[config.mk]
export PLATFORM = sky130hd
export DESIGN_NAME = prbs_burst_ctrl_flat
export DESIGN_NICKNAME = d
export VERILOG_FILES = /design/src/rtl/prbs_burst_ctrl_if.sv /design/src/rtl/prbs_burst_ctrl.sv /design/src/flat_wrapper.sv
export SDC_FILE = /design/constraint.sdc
export NUM_CORES = 1
export LEC_CHECK = 0
export ABC_CLOCK_PERIOD_IN_PS = 4900
export BUFFER_PORTS_ARGS = -buffer_cell sky130_fd_sc_hd__buf_2
export CAP_MARGIN = 20
export CORE_MARGIN = 2
export CORE_UTILIZATION = 40
export CTS_CLUSTER_DIAMETER = 50
export DETAILED_ROUTE_END_ITERATION = 10
export PLACE_DENSITY = 0.71
export SETUP_SLACK_MARGIN = 0.05
export SYNTH_ARGS = -nofsm -noshare
export SYNTH_HDL_FRONTEND = slang
export SYNTH_SLANG_ARGS = --single-unit
[constraint.sdc]
create_clock -name clk -period 4.9 [get_ports clk]
set_input_delay 0.98 -clock clk [delete_from_list [all_inputs] [get_ports clk]]
set_output_delay 0.98 -clock clk [all_outputs]
set_load 0.005 [all_outputs]
[src/rtl/prbs_burst_ctrl_if.sv]
`default_nettype none
// ============================================================================
// Module      : prbs_burst_ctrl_if
// Description : Command / LFSR-control bundle for the PRBS burst sequencer.
//               master : command decode side (drives ena, start, stop, cfg_*;
//                        observes lfsr_*, busy, done, err)
//               slave  : prbs_burst_ctrl (the opposite directions)
//               Signals:
//                 ena, start, stop          run control
//                 cfg_poly/seed/len/gap/reps burst configuration
//                 lfsr_load/seed/poly/step  LFSR core control
//                 busy, done, err           status
// Revision    : 1.0 - initial release
// ============================================================================
interface prbs_burst_ctrl_if #(
  parameter int SEED_W = 31,
  parameter int LEN_W  = 8,
  parameter int GAP_W  = 4,
  parameter int REP_W  = 4
);
  logic              ena;
  logic              start;
  logic              stop;
  logic [1:0]        cfg_poly;
  logic [SEED_W-1:0] cfg_seed;
  logic [LEN_W-1:0]  cfg_len;
  logic [GAP_W-1:0]  cfg_gap;
  logic [REP_W-1:0]  cfg_reps;
  logic              lfsr_load;
  logic [SEED_W-1:0] lfsr_seed;
  logic [1:0]        lfsr_poly;
  logic              lfsr_step;
  logic              busy;
  logic              done;
  logic              err;

  modport master (
    output ena, start, stop, cfg_poly, cfg_seed, cfg_len, cfg_gap, cfg_reps,
    input  lfsr_load, lfsr_seed, lfsr_poly, lfsr_step, busy, done, err
  );

  modport slave (
    input  ena, start, stop, cfg_poly, cfg_seed, cfg_len, cfg_gap, cfg_reps,
    output lfsr_load, lfsr_seed, lfsr_poly, lfsr_step, busy, done, err
  );
endinterface
`default_nettype wire

[src/rtl/prbs_burst_ctrl.sv]
`default_nettype none
// ============================================================================
// Module      : prbs_burst_ctrl
// Description : Sequencer for the PRBS LFSR engine. Latches a burst config on
//               start, loads the (masked, non-zero) seed and polynomial, then
//               gates LFSR stepping into bursts of cfg_len bits separated by
//               cfg_gap idle cycles, for cfg_reps bursts (0 = continuous).
// Ports       : clk   - system clock
//               rst_n - synchronous active-low reset
//               bus   - prbs_burst_ctrl_if.slave (run control, config,
//                       LFSR control outputs, busy/done/err status)
// Revision    : 1.0 - initial release
// ============================================================================
module prbs_burst_ctrl #(
  parameter int SEED_W = 31,
  parameter int LEN_W  = 8,
  parameter int GAP_W  = 4,
  parameter int REP_W  = 4
) (
  input  wire logic           clk,
  input  wire logic           rst_n,
  prbs_burst_ctrl_if.slave    bus
);

  // Seed masks for PRBS7 / PRBS15 / PRBS23 / PRBS31.
  localparam logic [SEED_W-1:0] c_mask7  = SEED_W'(64'h0000_007F);
  localparam logic [SEED_W-1:0] c_mask15 = SEED_W'(64'h0000_7FFF);
  localparam logic [SEED_W-1:0] c_mask23 = SEED_W'(64'h007F_FFFF);
  localparam logic [SEED_W-1:0] c_mask31 = SEED_W'(64'h7FFF_FFFF);

  typedef enum logic [2:0] {
    S_IDLE = 3'd0,
    S_LOAD = 3'd1,
    S_RUN  = 3'd2,
    S_GAP  = 3'd3,
    S_DONE = 3'd4
  } state_t;

  state_t            r_state;
  logic [LEN_W-1:0]  r_len;
  logic [GAP_W-1:0]  r_gap;
  logic [REP_W-1:0]  r_reps;
  logic [LEN_W-1:0]  r_bit_cnt;
  logic [GAP_W-1:0]  r_gap_cnt;
  logic [REP_W-1:0]  r_rep_cnt;
  logic [SEED_W-1:0] r_seed;
  logic [1:0]        r_poly;
  logic              r_err;

  logic [SEED_W-1:0] w_mask;
  logic [SEED_W-1:0] w_seed_masked;
  logic [SEED_W-1:0] w_seed_fixed;
  logic              w_accept;
  logic              w_reject;
  logic              w_burst_end;
  logic              w_last_burst;
  logic              w_gap_end;

  always_comb begin
    w_mask = c_mask31;
    case (bus.cfg_poly)
      2'd0:    w_mask = c_mask7;
      2'd1:    w_mask = c_mask15;
      2'd2:    w_mask = c_mask23;
      default: w_mask = c_mask31;
    endcase
  end

  // An all-zero LFSR state is a lock-up state, so substitute 1.
  assign w_seed_masked = bus.cfg_seed & w_mask;
  assign w_seed_fixed  = (w_seed_masked == '0) ? SEED_W'(1) : w_seed_masked;

  assign w_accept     = bus.start & ~bus.stop & (bus.cfg_len != '0);
  assign w_reject     = bus.start & ~bus.stop & (bus.cfg_len == '0);
  assign w_burst_end  = (r_bit_cnt == r_len - LEN_W'(1));
  // reps == 0 means continuous, so no burst is ever the last one.
  assign w_last_burst = (r_reps != '0) && (r_rep_cnt == r_reps - REP_W'(1));
  assign w_gap_end    = (r_gap_cnt == r_gap - GAP_W'(1));

  always_ff @(posedge clk) begin
    if (!rst_n) begin
      r_state   <= S_IDLE;
      r_len     <= '0;
      r_gap     <= '0;
      r_reps    <= '0;
      r_bit_cnt <= '0;
      r_gap_cnt <= '0;
      r_rep_cnt <= '0;
      r_seed    <= '0;
      r_poly    <= '0;
      r_err     <= 1'b0;
    end else if (bus.ena) begin
      // With ena low everything, including a pending err, simply holds.
      r_err <= 1'b0;
      case (r_state)
        S_IDLE: begin
          if (w_accept) begin
            r_len     <= bus.cfg_len;
            r_gap     <= bus.cfg_gap;
            r_reps    <= bus.cfg_reps;
            r_seed    <= w_seed_fixed;
            r_poly    <= bus.cfg_poly;
            r_bit_cnt <= '0;
            r_gap_cnt <= '0;
            r_rep_cnt <= '0;
            r_state   <= S_LOAD;
          end else if (w_reject) begin
            r_err <= 1'b1;
          end
        end
        S_LOAD: begin
          r_state <= bus.stop ? S_IDLE : S_RUN;
        end
        S_RUN: begin
          if (bus.stop) begin
            r_state <= S_IDLE;
          end else if (w_burst_end) begin
            r_bit_cnt <= '0;
            if (w_last_burst) begin
              r_state <= S_DONE;
            end else begin
              r_rep_cnt <= r_rep_cnt + REP_W'(1);
              r_gap_cnt <= '0;
              r_state   <= (r_gap == '0) ? S_RUN : S_GAP;
            end
          end else begin
            r_bit_cnt <= r_bit_cnt + LEN_W'(1);
          end
        end
        S_GAP: begin
          if (bus.stop) begin
            r_state <= S_IDLE;
          end else if (w_gap_end) begin
            r_state <= S_RUN;
          end else begin
            r_gap_cnt <= r_gap_cnt + GAP_W'(1);
          end
        end
        S_DONE: begin
          r_state <= S_IDLE;
        end
        default: begin
          r_state <= S_IDLE;
        end
      endcase
    end
  end

  assign bus.lfsr_step = (r_state == S_RUN)  & bus.ena;
  assign bus.lfsr_load = (r_state == S_LOAD) & bus.ena;
  assign bus.done      = (r_state == S_DONE) & bus.ena;
  assign bus.err       = r_err & bus.ena;
  assign bus.busy      = (r_state != S_IDLE);
  assign bus.lfsr_seed = r_seed;
  assign bus.lfsr_poly = r_poly;

endmodule
`default_nettype wire

[src/flat_wrapper.sv]
// flat-port wrapper written by rule: the top's interface ports become plain ports
module prbs_burst_ctrl_flat 
#(
  parameter int SEED_W = 31,
  parameter int LEN_W  = 8,
  parameter int GAP_W  = 4,
  parameter int REP_W  = 4
)
  (clk, rst_n, bus_ena, bus_start, bus_stop, bus_cfg_poly, bus_cfg_seed, bus_cfg_len, bus_cfg_gap, bus_cfg_reps, bus_lfsr_load, bus_lfsr_seed, bus_lfsr_poly, bus_lfsr_step, bus_busy, bus_done, bus_err);
  prbs_burst_ctrl_if #(.SEED_W(SEED_W), .LEN_W(LEN_W), .GAP_W(GAP_W), .REP_W(REP_W)) bus_i ();
  input  wire logic clk;
  input  wire logic rst_n;
  input wire logic [$bits(bus_i.ena)-1:0] bus_ena;
  input wire logic [$bits(bus_i.start)-1:0] bus_start;
  input wire logic [$bits(bus_i.stop)-1:0] bus_stop;
  input wire logic [$bits(bus_i.cfg_poly)-1:0] bus_cfg_poly;
  input wire logic [$bits(bus_i.cfg_seed)-1:0] bus_cfg_seed;
  input wire logic [$bits(bus_i.cfg_len)-1:0] bus_cfg_len;
  input wire logic [$bits(bus_i.cfg_gap)-1:0] bus_cfg_gap;
  input wire logic [$bits(bus_i.cfg_reps)-1:0] bus_cfg_reps;
  output wire logic [$bits(bus_i.lfsr_load)-1:0] bus_lfsr_load;
  output wire logic [$bits(bus_i.lfsr_seed)-1:0] bus_lfsr_seed;
  output wire logic [$bits(bus_i.lfsr_poly)-1:0] bus_lfsr_poly;
  output wire logic [$bits(bus_i.lfsr_step)-1:0] bus_lfsr_step;
  output wire logic [$bits(bus_i.busy)-1:0] bus_busy;
  output wire logic [$bits(bus_i.done)-1:0] bus_done;
  output wire logic [$bits(bus_i.err)-1:0] bus_err;
  assign bus_i.ena = bus_ena;
  assign bus_i.start = bus_start;
  assign bus_i.stop = bus_stop;
  assign bus_i.cfg_poly = bus_cfg_poly;
  assign bus_i.cfg_seed = bus_cfg_seed;
  assign bus_i.cfg_len = bus_cfg_len;
  assign bus_i.cfg_gap = bus_cfg_gap;
  assign bus_i.cfg_reps = bus_cfg_reps;
  assign bus_lfsr_load = bus_i.lfsr_load;
  assign bus_lfsr_seed = bus_i.lfsr_seed;
  assign bus_lfsr_poly = bus_i.lfsr_poly;
  assign bus_lfsr_step = bus_i.lfsr_step;
  assign bus_busy = bus_i.busy;
  assign bus_done = bus_i.done;
  assign bus_err = bus_i.err;
  prbs_burst_ctrl #(.SEED_W(SEED_W), .LEN_W(LEN_W), .GAP_W(GAP_W), .REP_W(REP_W)) u_core (.clk(clk), .rst_n(rst_n), .bus(bus_i));
endmodule
=== After elaboration in Yosys (flattened, before gate mapping) ===
Index checks and enable logic that the tools add are counted.

* Shift operators: 0
* Eq/ne operators: 17
* Add/subtract/negate cells: 6
* Order comparisons: 0
* Divide/modulo/power cells: 0
* Reductions and logical operators: 16
* Multiplexer cells: 29
* Bitwise gates (word level): 9
* Multipliers: 0

{| class="wikitable"
|+ Operators with widths
! operator !! number
|-
| $pmux W31 S3 || 1
|-
| $mux W4 || 9
|-
| $and A31 B31 Y31 || 1
|-
| $logic_not A31 Y1 || 1
|-
| $mux W31 || 1
|-
| $mux W8 || 3
|-
| $mux W3 || 6
|-
| $pmux W8 S2 || 1
|-
| $pmux W3 S4 || 1
|-
| $pmux W4 S3 || 1
|-
| $add A4 B1 Y4 const B || 2
|-
| $add A8 B1 Y8 const B || 1
|-
| $eq A4 B4 Y1 || 2
|-
| $eq A8 B8 Y1 || 1
|-
| $logic_not A8 Y1 || 1
|-
| $ne A2 B2 Y1 const B || 4
|-
| $pmux W4 S2 || 1
|-
| $reduce_and A4 Y1 || 2
|-
| $reduce_and A8 Y1 || 1
|-
| $reduce_bool A8 Y1 || 1
|-
| $sub A4 B1 Y4 const B || 2
|-
| $sub A8 B1 Y8 const B || 1
|-
| $and A1 B1 Y1 || 7
|-
| $eq A3 B2 Y1 const B || 2
|-
| 18 further kinds || 24
|}

* Memories kept: 0
* Logic and storage cells: 87
* Output and inout port bits: 38
* Memory bits (read-only): 0
* Flip-flop bits (word level): 69
* RAM bits: 0
* Input bits: 54
* Bits in latches: 0

=== Depth between registers and ports, before layout ===
* Depth after elaboration: 7
* Mapped depth: 10
* Mapped depth without buffers: 8

=== Least setup slack after synthesis ===
No wires, ideal clock.

* Path kind: input to register
* Start: in bus_cfg_len[0]
* End: reg u_core.r_gap_cnt[1]
* Data required time: 4778 ps
* Arrival time: 2427 ps
* Stages on the path: 6
* Setup time: 122 ps
* Path buffers: 0
* Setup slack: 2351 ps
* Cells stage by stage: nor4_1 nand2_1 o311ai_1 nor3_1 and3_1 a221o_1

* Cells in the longest elaborated chain, start to end: 4

{| class="wikitable"
|+ RTL lines
! what !! line !! RTL
|-
| start, declared || flat_wrapper.sv:18 || <nowiki>input wire logic [$bits(bus_i.cfg_len)-1:0] bus_cfg_len;</nowiki>
|-
| $reduce_bool A8 Y1 || prbs_burst_ctrl.sv:73 || <nowiki>assign w_accept = bus.start & ~bus.stop & (bus.cfg_len != '0);</nowiki>
|-
| $and A1 B1 Y1 || prbs_burst_ctrl.sv:73 ||
|-
| $ne A2 B1 Y1 (no source line) || n/a ||
|-
| $reduce_and A8 Y1 (no source line) || n/a ||
|-
| end signal, assigned || prbs_burst_ctrl.sv:136 || <nowiki>r_gap_cnt <= r_gap_cnt + GAP_W'(1);</nowiki>
|-
| end, declared || prbs_burst_ctrl.sv:44 || <nowiki>logic [GAP_W-1:0] r_gap_cnt;</nowiki>
|}

Every way passes these cells.
A chain may end at the register's enable or synchronous reset.

=== Final worst setup path ===
* Start: in bus_cfg_len[0]
* End: reg u_core.r_rep_cnt[3]

* Cells in the longest elaborated chain, start to end: 4

{| class="wikitable"
|+ RTL lines
! what !! line !! RTL
|-
| $reduce_bool A8 Y1 || prbs_burst_ctrl.sv:73 ||
|-
| $and A1 B1 Y1 || prbs_burst_ctrl.sv:73 ||
|-
| $ne A2 B1 Y1 (no source line) || n/a ||
|-
| $reduce_and A6 Y1 (no source line) || n/a ||
|-
| end signal, assigned || prbs_burst_ctrl.sv:122 || <nowiki>r_rep_cnt <= r_rep_cnt + REP_W'(1);</nowiki>
|-
| end, declared || prbs_burst_ctrl.sv:45 || <nowiki>logic [REP_W-1:0] r_rep_cnt;</nowiki>
|}

Every way passes these cells.

==> metrics <==
CTS tree done; top-count cell post-synth nand2_1; max incr delay on CP around 750 ps; Core Region between 8000 and 9000 sq um; H-tree depth 3; Rows 33; fmax 320.3 MHz; Final Hold Viols 0; Yosys cell types 55; post-synthesis adder-cell area fraction approximately 2.5%; max-cap violations 0; Initial Util roughly two fifths; Final Max Slew Viols 0; PortBufs between 90 and 100; area growth from synthesis to layout 21.15%; # nets final around 580; DR WL/cell approximately 14 um; #FFs+latches synth 69; Antenna Cells 0; Final TNS setup 0 ps; Worst Tran Pin Value around 1000 ps; # setup viols final 0; worst setup path class primary input to flip-flop; post-cts hold buffer count 0; clk_lat worst skew roughly 340 ps; first-pass GRT wire length 15060 um; Yosys Warn Count 0; cts bufs inserted 9; worst vdd ir 0.1530 mV; Worst Path Arrival 3380 ps; Die W 97.17 um; Synth async-reset ratio 0%; largest family of logic cells by synthesized area simple AND/OR/NAND/NOR gates; filler instances 805; clock buffer depth 2; Setup Skew approximately 6.9 ps; syn avg cell area approximately 8 sq um; RSZ-0062 raised after global routing false; largest net degree at the start of global routing between 50 and 60; DRC Markers 0; crit end category flip-flop; crit path cell chain buf_2 > nor4_1 > a21boi_0 > o21ai_1 > nor2_1 > a31o_2 > a21oi_1; drt initial violations 197; syn nets 501; antenna viol nets, final 0; DIE AREA 9441 sq um; fraction of layout cells with a size suffix above 1 a little under a quarter; Min Hold Slack around 450 ps; slew margin rel. 33.14%; Compound-Gate Fraction of Synth Area 18.27%; Synth top area share 39.78%; CP Launch Type primary input; status completed; IO Pins 92; post-synthesis sequential area ratio 39.78%; Post-synth EDFFs 0; Synth area leader dfxtp_1; crit path max-delay cell type nor4_1; largest fanout on the critical path 7; Synth Area in XOR/XNOR under 10%; Clock Sinks 69; Worst EP required 5160 ps; Post-synth top cells nand2_1, dfxtp_1, a21oi_1; Period minus WS final 3122 ps; synthesized area 3472 sq um; post-CTS setup buffers 0; post-cts sizing count 0; vias in the first global route ~3300; routability cong. between 0.8 and 0.9; top cells by area, synth dfxtp_1, nand2_1, a21oi_1; Leakage Power ~1.7 nW; initial antenna violation count 0; Total Routing Usage GR between 10% and 20%; die height approximately 97 um; number of vias per cell around 5.4; Tcrit/Tclk final between 60% and 70%; Hold WC Path Type flip-flop to flip-flop; vias 3395; mux share of post-synthesis cell area less than 1%; ys flop type dfxtp_1; dpl hpwl 6446 um; Mapped Cells 440; Worst-path clk slew 70 ps; CTS Root Cell clkbuf_8; pwr/cell area a little over 300 nW/um^2; total grt overflow 0; first drt pass iteration count 4; routed wire length 8880 um; Synth Area in Simple Gates a little over a quarter
[logic make-up (layout without fill, tap and decap cells)]
kind of cell / count (synthesis) / after routing
xor+xnor: 26 / 26
compound gates: 98 / 98
flops: 69 / 69
buf+inv: 44 / 126
simple gates: 193 / 193
mux: 3 / 3
fa+ha+maj: 7 / 7
[metal layers]
| layer | GRT usage, % | wire length, um | vias up |
|---|---|---|---|
| met1 | 24.07 | 3939 | 1562 |
| li1 | - | - | 1708 |
| met4 | 7.367 | 55 | 0 |
| met5 | 0 | 0 | - |
| met3 | 5.396 | 648 | 6 |
| met2 | 30.45 | 4236 | 119 |
[sequential cells by signal, summed over array words and instances (netlist names)]
signal,flops
u_core.r_gap,4
u_core.r_state,3
u_core.r_err,1
u_core.r_rep_cnt,4
u_core.r_bit_cnt,8
u_core.r_gap_cnt,4
u_core.bus.lfsr_seed,31
u_core.r_reps,4
u_core.r_len,8
u_core.bus.lfsr_poly,2
[layout by cell type (no fill, tap or decap), types with 3 or more instances in the layout]
master and n:
or2_2 3, a21oi_1 55, clkbuf_8 10, mux2i_1 3, or3_1 4, ha_1 7
xnor2_1 17, and2_1 6, and3_1 4, nor4_1 5, nor2_1 14, nand2_1 83
o21ai_0 3, inv_1 15, o31a_1 5, xor2_1 8, o41ai_1 5, nand2b_1 4
nand3_1 33, nor3_1 20, dfxtp_1 69, nand4_1 5, buf_2 91
[worst paths after layout]
path / to / depth (start not counted) / start / slack (ps)
max reg2reg: u_core.r_gap_cnt[1] / 8 / u_core.r_len[0] / 2150
min reg2reg: u_core.bus.lfsr_seed[26] / 2 / u_core.bus.lfsr_seed[26] / 450
min: u_core.bus.lfsr_seed[26] / 2 / u_core.bus.lfsr_seed[26] / 450
max: u_core.r_rep_cnt[3] / 7 / bus_cfg_len[0] / 1780
[layout make-up]
type                            count  area (sq um)  area share, %
Multi-Input combinational cell    327          1936          46.01
Clock buffer                       10         137.6          3.272
Clock inverter                      6         86.33          2.052
Tap cell                          105         131.4          3.123
Timing Repair Buffer               93         470.5          11.18
Inverter                           17         63.81          1.517
Sequential cell                    69          1381          32.84
[where the power goes]
part	internal [mW]	switching (mW)	total [mW]
clock	0.300	0.219	0.519
sequential	0.576	0.0159	0.592
combinational	0.0667	0.0951	0.162
[critical path: cells and delay by family]
kind	cells	cell delay, ps
and+or+nand+nor	2	950
buffers and inverters	1	100
AOI/OAI and AO/OA	4	1340
[metrics by stage]
step                instance area, sq um  setup slack, ps  power [mW]  util [%]  cells
CTS                                 4207             1803       1.285     50.69    627
global route                        4207             1621       1.331     50.69    627
detailed placement                  3983             1522      0.7667     47.99    611
finish                              4207             1778       1.273     50.69    627
floorplan                           3472             2351      0.7046         -    440
global placement                    3983             1559      0.7632     47.99    611
(Power assumes the default switching activity.)
